===== config.mk =====
export PLATFORM = sky130hd
export DESIGN_NAME = rej_uniform_sampler
export DESIGN_NICKNAME = d
export VERILOG_FILES = /design/src/rtl/kyber_pkg.sv /design/src/rtl/rej_byte_buffer.sv /design/src/rtl/rej_uniform_sampler.sv
export SDC_FILE = /design/constraint.sdc
export NUM_CORES = 1
export LEC_CHECK = 0
export ABC_CLOCK_PERIOD_IN_PS = 1900
export BUFFER_PORTS_ARGS = -buffer_cell sky130_fd_sc_hd__buf_4
export CAP_MARGIN = 15
export CELL_PAD_IN_SITES_DETAIL_PLACEMENT = 2
export CELL_PAD_IN_SITES_GLOBAL_PLACEMENT = 2
export CORE_MARGIN = 5
export CORE_UTILIZATION = 33
export DETAILED_ROUTE_END_ITERATION = 10
export PLACE_DENSITY_LB_ADDON = 0.1
export SLEW_MARGIN = 20
export SYNTH_ARGS = -nofsm -noshare
export SYNTH_HDL_FRONTEND = slang
export SYNTH_SLANG_ARGS = --single-unit

===== constraint.sdc =====
create_clock -name i_clk -period 1.9 [get_ports i_clk]
set_input_delay 0.19 -clock i_clk [delete_from_list [all_inputs] [get_ports i_clk]]
set_output_delay 0.19 -clock i_clk [all_outputs]
set_load 0.02 [all_outputs]

===== src/rtl/kyber_pkg.sv =====
// Shared Kyber constants, sampler state encoding and squeeze byte-order convention.
// Squeeze byte order: stream byte k of a 64-bit word sits at bits [63-8k -: 8].
package kyber_pkg;
  localparam int KYBER_N  = 256;
  localparam int KYBER_Q  = 3329;
  localparam int BW_COEF  = 12;
  localparam int WORD_W   = 64;
  localparam int BUF_W    = 80;
  localparam int BCNT_W   = 7;
  localparam int IDX_W    = 8;
  localparam int CNT_W    = 9;

  localparam logic [BW_COEF-1:0] Q_C      = BW_COEF'(KYBER_Q);
  localparam logic [CNT_W-1:0]   N_C      = CNT_W'(KYBER_N);
  localparam logic [BCNT_W-1:0]  TRIPLE_BITS = BCNT_W'(24);
  localparam logic [BCNT_W-1:0]  LOAD_MAX    = BCNT_W'(16);

  typedef enum logic [2:0] {
    S_IDLE   = 3'd0,
    S_FILL   = 3'd1,
    S_SAMPLE = 3'd2,
    S_DRAIN  = 3'd3,
    S_DONE   = 3'd4
  } state_t;
endpackage


===== src/rtl/rej_byte_buffer.sv =====
// 80-bit byte-oriented bit buffer for the Parse sampler: oldest byte at the MSB end,
// appends 64-bit squeeze words below the residue and exposes the two 12-bit candidates.
module rej_byte_buffer
  import kyber_pkg::*;
(
  input  logic                 clk,
  input  logic                 rstn,
  input  logic                 clear,
  input  logic                 load,
  input  logic [WORD_W-1:0]    word,
  input  logic                 shift,
  output logic [BCNT_W-1:0]    bcnt,
  output logic [BW_COEF-1:0]   d1,
  output logic [BW_COEF-1:0]   d2
);

  logic [BUF_W-1:0] bits;

  // Unused low bits are always zero, so a load can simply OR the new word in below the residue.
  always_ff @(posedge clk or negedge rstn) begin
    if (!rstn) begin
      bits <= '0;
      bcnt <= '0;
    end else if (clear) begin
      bits <= '0;
      bcnt <= '0;
    end else if (load) begin
      bits <= bits | ({word, 16'b0} >> bcnt);
      bcnt <= bcnt + BCNT_W'(64);
    end else if (shift) begin
      bits <= bits << 24;
      bcnt <= bcnt - TRIPLE_BITS;
    end
  end

  // b0 = bits[79:72], b1 = bits[71:64], b2 = bits[63:56]
  assign d1 = {bits[67:64], bits[79:72]};
  assign d2 = {bits[63:56], bits[71:68]};

endmodule


===== src/rtl/rej_uniform_sampler.sv =====
// Kyber Parse: rejection-samples the SHAKE128 squeeze stream into N coefficients mod Q.
// Optional statistics ports (o_rej_cnt, o_word_cnt) are built when REJ_SAMPLER_STAT_EN is defined.
module rej_uniform_sampler
  import kyber_pkg::*;
(
  input  logic               i_clk,
  input  logic               i_rstn,
  input  logic               i_start,
  input  logic [WORD_W-1:0]  i_obytes,
  input  logic               i_obytes_valid,
  input  logic               i_obytes_last,
  output logic               o_obytes_ready,
  output logic [BW_COEF-1:0] o_coef,
  output logic               o_coef_valid,
  output logic [IDX_W-1:0]   o_coef_idx,
  output logic               o_done,
  output logic               o_short,
`ifdef REJ_SAMPLER_STAT_EN
  output logic [9:0]         o_rej_cnt,
  output logic [7:0]         o_word_cnt,
`endif
  output state_t             o_state
);

  state_t             state;
  logic               half;
  logic               last_seen;
  logic [CNT_W-1:0]   cnt;
  logic [BCNT_W-1:0]  bcnt;
  logic [BW_COEF-1:0] d1, d2, cand;
  logic               hs, can_eval, sampling, accept, final_acc;

  // Word handshake: a word transfers on a rising edge where i_obytes_valid && o_obytes_ready;
  // the producer holds word, valid and last stable until then. Ready depends only on registers.
  assign o_obytes_ready = (state == S_DRAIN) ||
                          ((state == S_FILL || state == S_SAMPLE) && bcnt <= LOAD_MAX && !half);
  assign hs        = i_obytes_valid && o_obytes_ready;
  assign can_eval  = bcnt >= TRIPLE_BITS;
  assign sampling  = (state == S_SAMPLE) && can_eval;
  assign cand      = half ? d2 : d1;
  assign accept    = cand < Q_C;
  assign final_acc = sampling && accept && (cnt == N_C - CNT_W'(1));
  assign o_state   = state;

  rej_byte_buffer u_buf (
    .clk   (i_clk),
    .rstn  (i_rstn),
    .clear ((state == S_IDLE && i_start) || final_acc),
    .load  (hs && state != S_DRAIN),
    .word  (i_obytes),
    .shift (sampling && half && !final_acc),
    .bcnt  (bcnt),
    .d1    (d1),
    .d2    (d2)
  );

  always_ff @(posedge i_clk or negedge i_rstn) begin
    if (!i_rstn) begin
      state        <= S_IDLE;
      half         <= 1'b0;
      last_seen    <= 1'b0;
      cnt          <= '0;
      o_coef       <= '0;
      o_coef_valid <= 1'b0;
      o_coef_idx   <= '0;
      o_done       <= 1'b0;
      o_short      <= 1'b0;
    end else begin
      o_coef_valid <= 1'b0;
      o_done       <= 1'b0;
      case (state)
        S_IDLE: begin
          if (i_start) begin
            half      <= 1'b0;
            last_seen <= 1'b0;
            cnt       <= '0;
            o_short   <= 1'b0;
            state     <= S_FILL;
          end
        end
        S_FILL: begin
          if (hs && i_obytes_last) last_seen <= 1'b1;
          if (can_eval) state <= S_SAMPLE;
        end
        S_SAMPLE: begin
          if (hs && i_obytes_last) last_seen <= 1'b1;
          if (can_eval) begin
            if (accept) begin
              o_coef       <= cand;
              o_coef_valid <= 1'b1;
              o_coef_idx   <= cnt[IDX_W-1:0];
              if (cnt != N_C) cnt <= cnt + CNT_W'(1);
            end
            // The N-th acceptance drops whatever is still buffered, including a pending d2.
            if (final_acc) begin
              half <= 1'b0;
              if (last_seen) begin
                state  <= S_DONE;
                o_done <= 1'b1;
              end else begin
                state <= S_DRAIN;
              end
            end else begin
              half <= !half;
            end
          end else if (last_seen) begin
            o_short <= 1'b1;
            o_done  <= 1'b1;
            state   <= S_DONE;
          end else begin
            state <= S_FILL;
          end
        end
        S_DRAIN: begin
          if (hs && i_obytes_last) begin
            o_done <= 1'b1;
            state  <= S_DONE;
          end
        end
        S_DONE:  state <= S_IDLE;
        default: state <= S_IDLE;
      endcase
    end
  end

`ifdef REJ_SAMPLER_STAT_EN
  always_ff @(posedge i_clk or negedge i_rstn) begin
    if (!i_rstn) begin
      o_rej_cnt  <= '0;
      o_word_cnt <= '0;
    end else if (state == S_IDLE && i_start) begin
      o_rej_cnt  <= '0;
      o_word_cnt <= '0;
    end else begin
      if (sampling && !accept && o_rej_cnt != 10'h3FF) o_rej_cnt <= o_rej_cnt + 10'd1;
      if (hs && o_word_cnt != 8'hFF) o_word_cnt <= o_word_cnt + 8'd1;
    end
  end
`endif

endmodule


==> results of run 1 <==
[power by group]
| part | switching, uW | internal (uW) | leakage [uW] | total [uW] |
|---|---|---|---|---|
| clock network | 1500 | 2250 | 0.000305 | 3750 |
| logic | 7310 | 6120 | 0.00360 | 13400 |
| registers | 1060 | 3600 | 0.00156 | 4660 |
| total | 9880 | 12000 | 0.00547 | 21800 |
[worst reg2reg max path, delay by kind of cell, from the launching register on]
kind | cells | cell delay [ps]
AND/OR/NAND/NOR | 4 | 1030
flip-flops | 1 | 500
buffers and inverters | 2 | 480
adder cells (fa/ha/maj) | 1 | 280
AO/OA/AOI/OAI | 1 | 80
[kinds of logic (layout without fill, tap and decap cells)]
family | count (synthesis) | count (layout) | synth area share (%)
AND/OR/NAND/NOR | 315 | 317 | 19.4
AO/OA/AOI/OAI | 191 | 191 | 15.8
multiplexers | 126 | 126 | 20.5
flip-flops | 121 | 121 | 38.0
buffers and inverters | 87 | 345 | 5.28
adder cells (fa/ha/maj) | 4 | 4 | 0.629
XOR/XNOR | 3 | 3 | 0.330
[what timing repair did]
action | 4_1_cts | 5_1_grt
cloned | 15 | 6
hold buffers | 1 | 0
resized for setup | 126 | 154
setup endpoints to repair | 120 | 119
pin swaps | 46 | 36
hold endpoints to repair | 32 | 0
setup buffers | 32 | 6
[worst max path at each step]
| stage | startpoint | to | slack (ps) |
|---|---|---|---|
| 2_1_floorplan | u_buf.bits[58]$_DFFE_PN0P_ | o_coef_idx[1]$_DFFE_PN0P_ | -30 |
| 3_3_place_gp | u_buf.bits[58]$_DFFE_PN0P_ | o_coef_idx[2]$_DFFE_PN0P_ | -380 |
| 3_5_place_dp | u_buf.bits[59]$_DFFE_PN0P_ | o_coef_idx[2]$_DFFE_PN0P_ | -520 |
| 4_1_cts | u_buf.bcnt[4]$_DFFE_PN0P_ | o_obytes_ready | -360 |
| 5_1_grt | u_buf.bcnt[3]$_DFFE_PN0P_ | u_buf.bits[41]$_DFFE_PN0P_ | -590 |
| 6_report | u_buf.bcnt[3]$_DFFE_PN0P_ | u_buf.bits[41]$_DFFE_PN0P_ | -610 |
[cells in the final DEF, fill, tap and decap left out, types with 6 or more instances in the layout]
master	Yosys	final
buf_4	12	224
nor2_4	0	10
buf_12	0	17
o211ai_1	15	15
nand2_1	68	52
nor2_1	83	73
mux4_2	22	22
clkbuf_16	0	21
nand2b_1	22	19
buf_8	0	8
mux2i_1	30	28
a21oi_4	0	6
o21ai_0	17	9
mux2_4	0	20
nor3_1	69	30
or4_4	0	6
nor3_2	1	36
mux2_2	74	54
buf_16	0	13
a21oi_2	1	50
a22oi_1	13	6
inv_1	11	11
nand2_2	1	10
a21oi_1	87	32
buf_6	1	32
nand3b_1	11	11
dfrtp_1	121	114
a22oi_2	1	8
and2_1	9	8
nand3_1	18	15
[routing by layer]
metal	vias to the layer above	share of wire [%]	GRT usage, %
li1	3615	-	-
met4	0	5.5	13.6
met2	432	51	55.4
met3	172	5.4	5.68
met5	-	0	0
met1	4585	38	35.9
[state kept, by name, summed over array words and instances, names as in the netlist]
| register | cells |
|---|---|
| cnt | 9 |
| half | 1 |
| u_buf.bcnt | 4 |
| o_done | 1 |
| o_coef | 12 |
| o_coef_valid | 1 |
| o_state | 3 |
| u_buf.bits | 80 |
| last_seen | 1 |
| o_coef_idx | 8 |
| o_short | 1 |
[layout make-up]
class,count,area (um^2),area share (%)
inverter,12,45.0,0.355
sequential,121,3040,24.0
multi-input combinational,641,5540,43.6
clock buffer,19,443,3.49
timing repair buffer,301,3040,23.9
tap,319,399,3.14
clock inverter,13,193,1.52
[through the flow]
| stage | area, um^2 | cells | total power, uW | setup TNS (ps) |
|---|---|---|---|---|
| after detailed placement | 10100 | 1335 | 13200 | -35920 |
| after floorplan | 8090 | 847 | 9270 | -255 |
| after global placement | 10100 | 1335 | 12700 | -27860 |
| after CTS | 11900 | 1415 | 19000 | -30520 |
| after global routing | 12700 | 1426 | 22400 | -48110 |
| final | 12700 | 1426 | 21800 | -42370 |
==> impl_metrics.ini, run 1 <==
[floorplan]
die_w_um = 165
ioPinCount = 96
die_height_um = 165
start_util_pct = 33.7
row_count = 56
dieArea_um2 = 27300
core_area_um2 = 23600

[setup_path]
reg2reg_depth = 8
rr_startpoint = u_buf.bcnt[3]$_DFFE_PN0P_
cp_top_family = simple AND/OR/NAND/NOR gates
cp_num_buf_inv = 2
critPathMaxFanout = 9
r2r_slack_ps = -610
arrival_ps = 2830
cp_slowest_cell = dfrtp_4
crit_type = reg -> reg
cp.required_ps = 2220
end_kind = register
worstReg2RegEnd = u_buf.bits[41]$_DFFE_PN0P_
crit_path_cell_trace = ha_1, or3_4, and2_4, nand3_4, o21ai_4, buf_12, bufbuf_16, nor3_1
critPathLaunchType = register
crit_cells = 8
cp_slowest_stage_delay_ps = 500

[clock_tree]
cts_tree = built
cts_max_path_buffers = 2
insertion_delay_ps = 460
htree_levels = 4
clock_tree.root_cell = clkbuf_16
clock-sinks = 121
cts_buffers = 17
path_clk_slew_ps = 70

[cells_and_area]
fillers = 2322
num_antenna_cells = 0
final_nets = 1167
areaGrowthSynthToFinish_pct = 59.5
drive_above_1_share_pct = 55.7
postLayoutCoreUtil_pct = 53.8

[place]
place_hpwl_um = 25100
port_buffers = 95
place_congestion = 0.839
detailedPlace.worstSlack_ps = -515

[logic_synthesis]
synth_top_area_share_pct = 38.0
synth_nets = 920
synth_area_leader_cell = dfrtp_1
synthTopCellsByCount = dfrtp_1, a21oi_1, nor2_1, mux2_2, nor3_1
ys_ff_latch = 121
synth.area.top_cells = dfrtp_1, mux2_2, mux4_2, a21oi_1, nor3_1
ys.flop_type = dfrtp_1
syn_area_um2 = 7960
syn_area_per_cell_um2 = 9.40
synthArstFlopShare_pct = 100
yosysWarnings = 0
yosysMostFrequentCell = dfrtp_1
synthDistinctLibCells = 63
yosysSeqAreaShare_pct = 38.0
synth_edf_count = 0
synthCells = 847

[worst_hold_path]
whs_path_depth = 3
whs_endpoint = u_buf.bits[77]$_DFFE_PN0P_
hold_class = in -> reg
worstHoldStart = i_obytes[61]

[run_status]
status = finished with violations
violations = negative setup slack

[power]
powerDensity_nw_per_um2 = 1720
p_leak_uw = 0.00547
max-vdd-ir-drop_mv = 0.767

[timing]
fin_hold_ws_ps = 130
rsz0062_at_grt = true
period_share_pct = 132
fmax_mhz = 399
hold_viol = 0
setup_viol = 119
slew_viol_final = 0
fin_crit_ps = 2510
slew_headroom_pct = 59.1
skew_ps = 14.5
max_slew.worst_pin.slew_ps = 614
fin_ws_ps = -609

[global_route]
grt-ovfl-total = 0
antenna_found_initial = 0
grt_max_degree = 37
grtUsageTotal_pct = 30.9
grt_pass1_vias = 9724
grt_pass1_wl_um = 62700

[drt]
drt_first_iter_violations = 743
drtPass1Iterations = 5
wl_um = 48100
vias = 8804
ant_nets = 0
routedWlPerCell_um = 33.7
drc = 0
via_per_inst = 6.17

[run]
maxCapViolCount = 0
No activity file was read; power rests on OpenSTA's default activity.
==> run 2, diff against run 1 <==
SYNTH_HIERARCHICAL = 1   (was unset)
==> run 2 against run 1 <==
The run still ends with negative setup slack left. Via count is 9.1% higher. Die area is 5.6% higher. Count of clock-buffer cells in the layout grew 4. Sequential power about the same. Routed wire length increased by 10%. Largest power group unchanged. Global-route usage shrank 0.46 points. Clock skew shrank 3.9 ps.
==> impl_metrics.ini, run 2 <==
[cells_and_area]
num_antenna_cells = 0
areaGrowthSynthToFinish_pct = 59.7
multiInputGateArea_um2 = 6210
stdcell_count = 1504
final_cell_mix = buf_4, dfrtp_1, mux2i_1, nor2_1, nand2_1
final_nets = 1235
largest_reg_flops = 80
seqCellArea_um2 = 3040
postLayoutCoreUtil_pct = 53.5
drive_above_1_share_pct = 53.6
top_register = u_buf/bits
mostFrequentLayoutCell = buf_4
fillers = 2469
reg.largest.list = u_buf/bits (80), o_coef (12), cnt (9)

[drt]
routedWlPerCell_um = 35.3
drt_first_iter_violations = 797
ant_nets = 0
drc = 0
drtPass1Iterations = 5
wl_um = 53100
vias = 9604
via_per_inst = 6.39

[global_route]
grtUsageTotal_pct = 30.4
grt_pass1_vias = 10100
antenna_found_initial = 3
grt_max_degree = 122
grt_pass1_wl_um = 66200
grt-ovfl-total = 0

[timing]
fin_crit_ps = 2960
max_slew.worst_pin.slew_ps = 739
slew_headroom_pct = 50.7
period_share_pct = 156
hold_viol = 0
skew_ps = 10.6
slew_viol_final = 0
fin_ws_ps = -1060
rsz0062_at_grt = true
fmax_mhz = 338
setup-tns-final_ps = -81970
setup_viol = 118

[clock_tree]
cts_tree = built
cts_buffers = 17
path_clk_slew_ps = 60
insertion_delay_ps = 440
htree_levels = 4
clock_tree.root_cell = clkbuf_16
cts_max_path_buffers = 2
clock-sinks = 121

[logic_synthesis]
synth_area_leader_cell = dfrtp_1
yosysSeqAreaShare_pct = 35.9
ys.flop_type = dfrtp_1
ys_ff_latch = 121
synthCells = 929
synthDistinctLibCells = 67
syn_area_per_cell_um2 = 9.08
synth_top_area_share_pct = 35.9
synth.area.top_cells = dfrtp_1, mux2i_1, a211oi_1, nand2_1, nor2_1
synthTopCellsByCount = dfrtp_1, nand2_1, nor2_1, a211oi_1, mux2i_1
synth_edf_count = 0
synthArstFlopShare_pct = 100
yosysWarnings = 6
yosysMostFrequentCell = dfrtp_1
syn_area_um2 = 8430

[setup_path]
end_kind = register
crit_type = reg -> reg
cp_slowest_cell = dfrtp_1
critPathLaunchType = register
cp_slowest_stage_delay_ps = 470
crit_path_cell_trace = nor4_4, nand3_2, buf_6, nand3_4, a21oi_4, and2_4, buf_4, buf_8, buf_6, buf_12, buf_8, nor2b_2, a211oi_4, a211oi_2
critPathMaxFanout = 7
arrival_ps = 3270
cp.required_ps = 2210

[power]
p_total_uw = 20800
powerDensity_nw_per_um2 = 1550
max-vdd-ir-drop_mv = 0.697
p_leak_uw = 0.00571

[place]
detailedPlace.worstSlack_ps = -797
port_buffers = 95
place_congestion = 0.875
place_hpwl_um = 28800
placedCellCount = 1397

[run]
maxCapViolCount = 0

[floorplan]
die_w_um = 170
core_area_um2 = 25200
dieArea_um2 = 28800
row_count = 58
ioPinCount = 96
die_height_um = 170
start_util_pct = 33.5

[run_status]
violations = negative setup slack
status = finished with violations

[worst_hold_path]
hold_class = in -> reg
==> run 2: cell count changes in the layout (fill, tap and decap cells not counted), moves of 21 or more <==
| cell | change |
|---|---|
| nor3_1 | -28 |
| a211oi_1 | +22 |
| mux2i_1 | +57 |
| a21oi_2 | -30 |
| a211oi_2 | +54 |
| nor3_2 | -35 |
| mux4_2 | -21 |
| mux2_2 | -41 |
==> run 2: critical path, delay by kind of cell (launching register included) <==
kind	cells	cell delay, ps
flops	1	470
simple gates	5	1010
buf+inv	6	850
compound gates	3	480
==> run 2: kinds of logic after synthesis <==
family	count (synthesis)	synth area share, %
xor+xnor	2	0.208
other cells	1	0.0445
flops	121	35.9
mux	107	13.1
simple gates	311	18.1
fa+ha+maj	4	0.594
compound gates	269	24.5
buf+inv	114	7.52
==> run 2: final cells by class <==
cell class | instances | area share [%]
Clock buffer | 23 | 3.55
Inverter | 7 | 0.195
Tap cell | 330 | 3.07
Sequential cell | 121 | 22.5
Clock inverter | 8 | 1.06
Timing Repair Buffer | 319 | 23.5
Multi-Input combinational cell | 696 | 46.1
==> run 2: per-stage QoR <==
stage / area, um^2 / hold slack (ps)
finish: 13500 / 215
global placement: 10500 / 357
floorplan: 8820 / -106
global route: 13500 / 227
CTS: 12100 / 172
detailed placement: 10500 / 370
==> run 2: path summary, 6_finish.rpt <==
kind / cells past startpoint / start / slack [ps] / end
worst min-delay path: 3 / i_obytes[59] / 210 / u_buf/bits[75]$_DFFE_PN0P_
min in group asynchronous: 3 / i_rstn / 410 / cnt[1]$_DFFE_PN0P_
max in group asynchronous: 3 / i_rstn / 930 / u_buf/bits[42]$_DFFE_PN0P_
worst min register to register: 2 / u_buf/bits[2]$_DFFE_PN0P_ / 500 / u_buf/bits[2]$_DFFE_PN0P_
worst max-delay path: 14 / u_buf/bits[79]$_DFFE_PN0P_ / -1060 / u_buf/bits[71]$_DFFE_PN0P_
worst max register to register: 14 / u_buf/bits[79]$_DFFE_PN0P_ / -1060 / u_buf/bits[71]$_DFFE_PN0P_
==> run 2: metal layers <==
layer  GRT usage (%)  wire length, um  up-vias
met2            54.1            26700      551
met1            35.8            20100     4955
met5               0                0        -
li1                -                -     3903
met3            5.39             3120      195
met4            13.7             3270        0
==> run 2: repair_timing <==
action,in CTS,in global routing
endpoints found under the hold margin,121,0
hold buffers,1,0
gates resized for setup,134,234
cloned,8,8
buffers inserted,30,42
endpoints found under the setup margin,115,114
pin swaps,84,83
==> run 2: power by group <==
part / switching, uW / internal, uW / total (uW)
Combinational: 7150 / 5340 / 12500
Clock: 1380 / 2290 / 3670
Sequential: 1240 / 3450 / 4690
Total: 9770 / 11100 / 20800
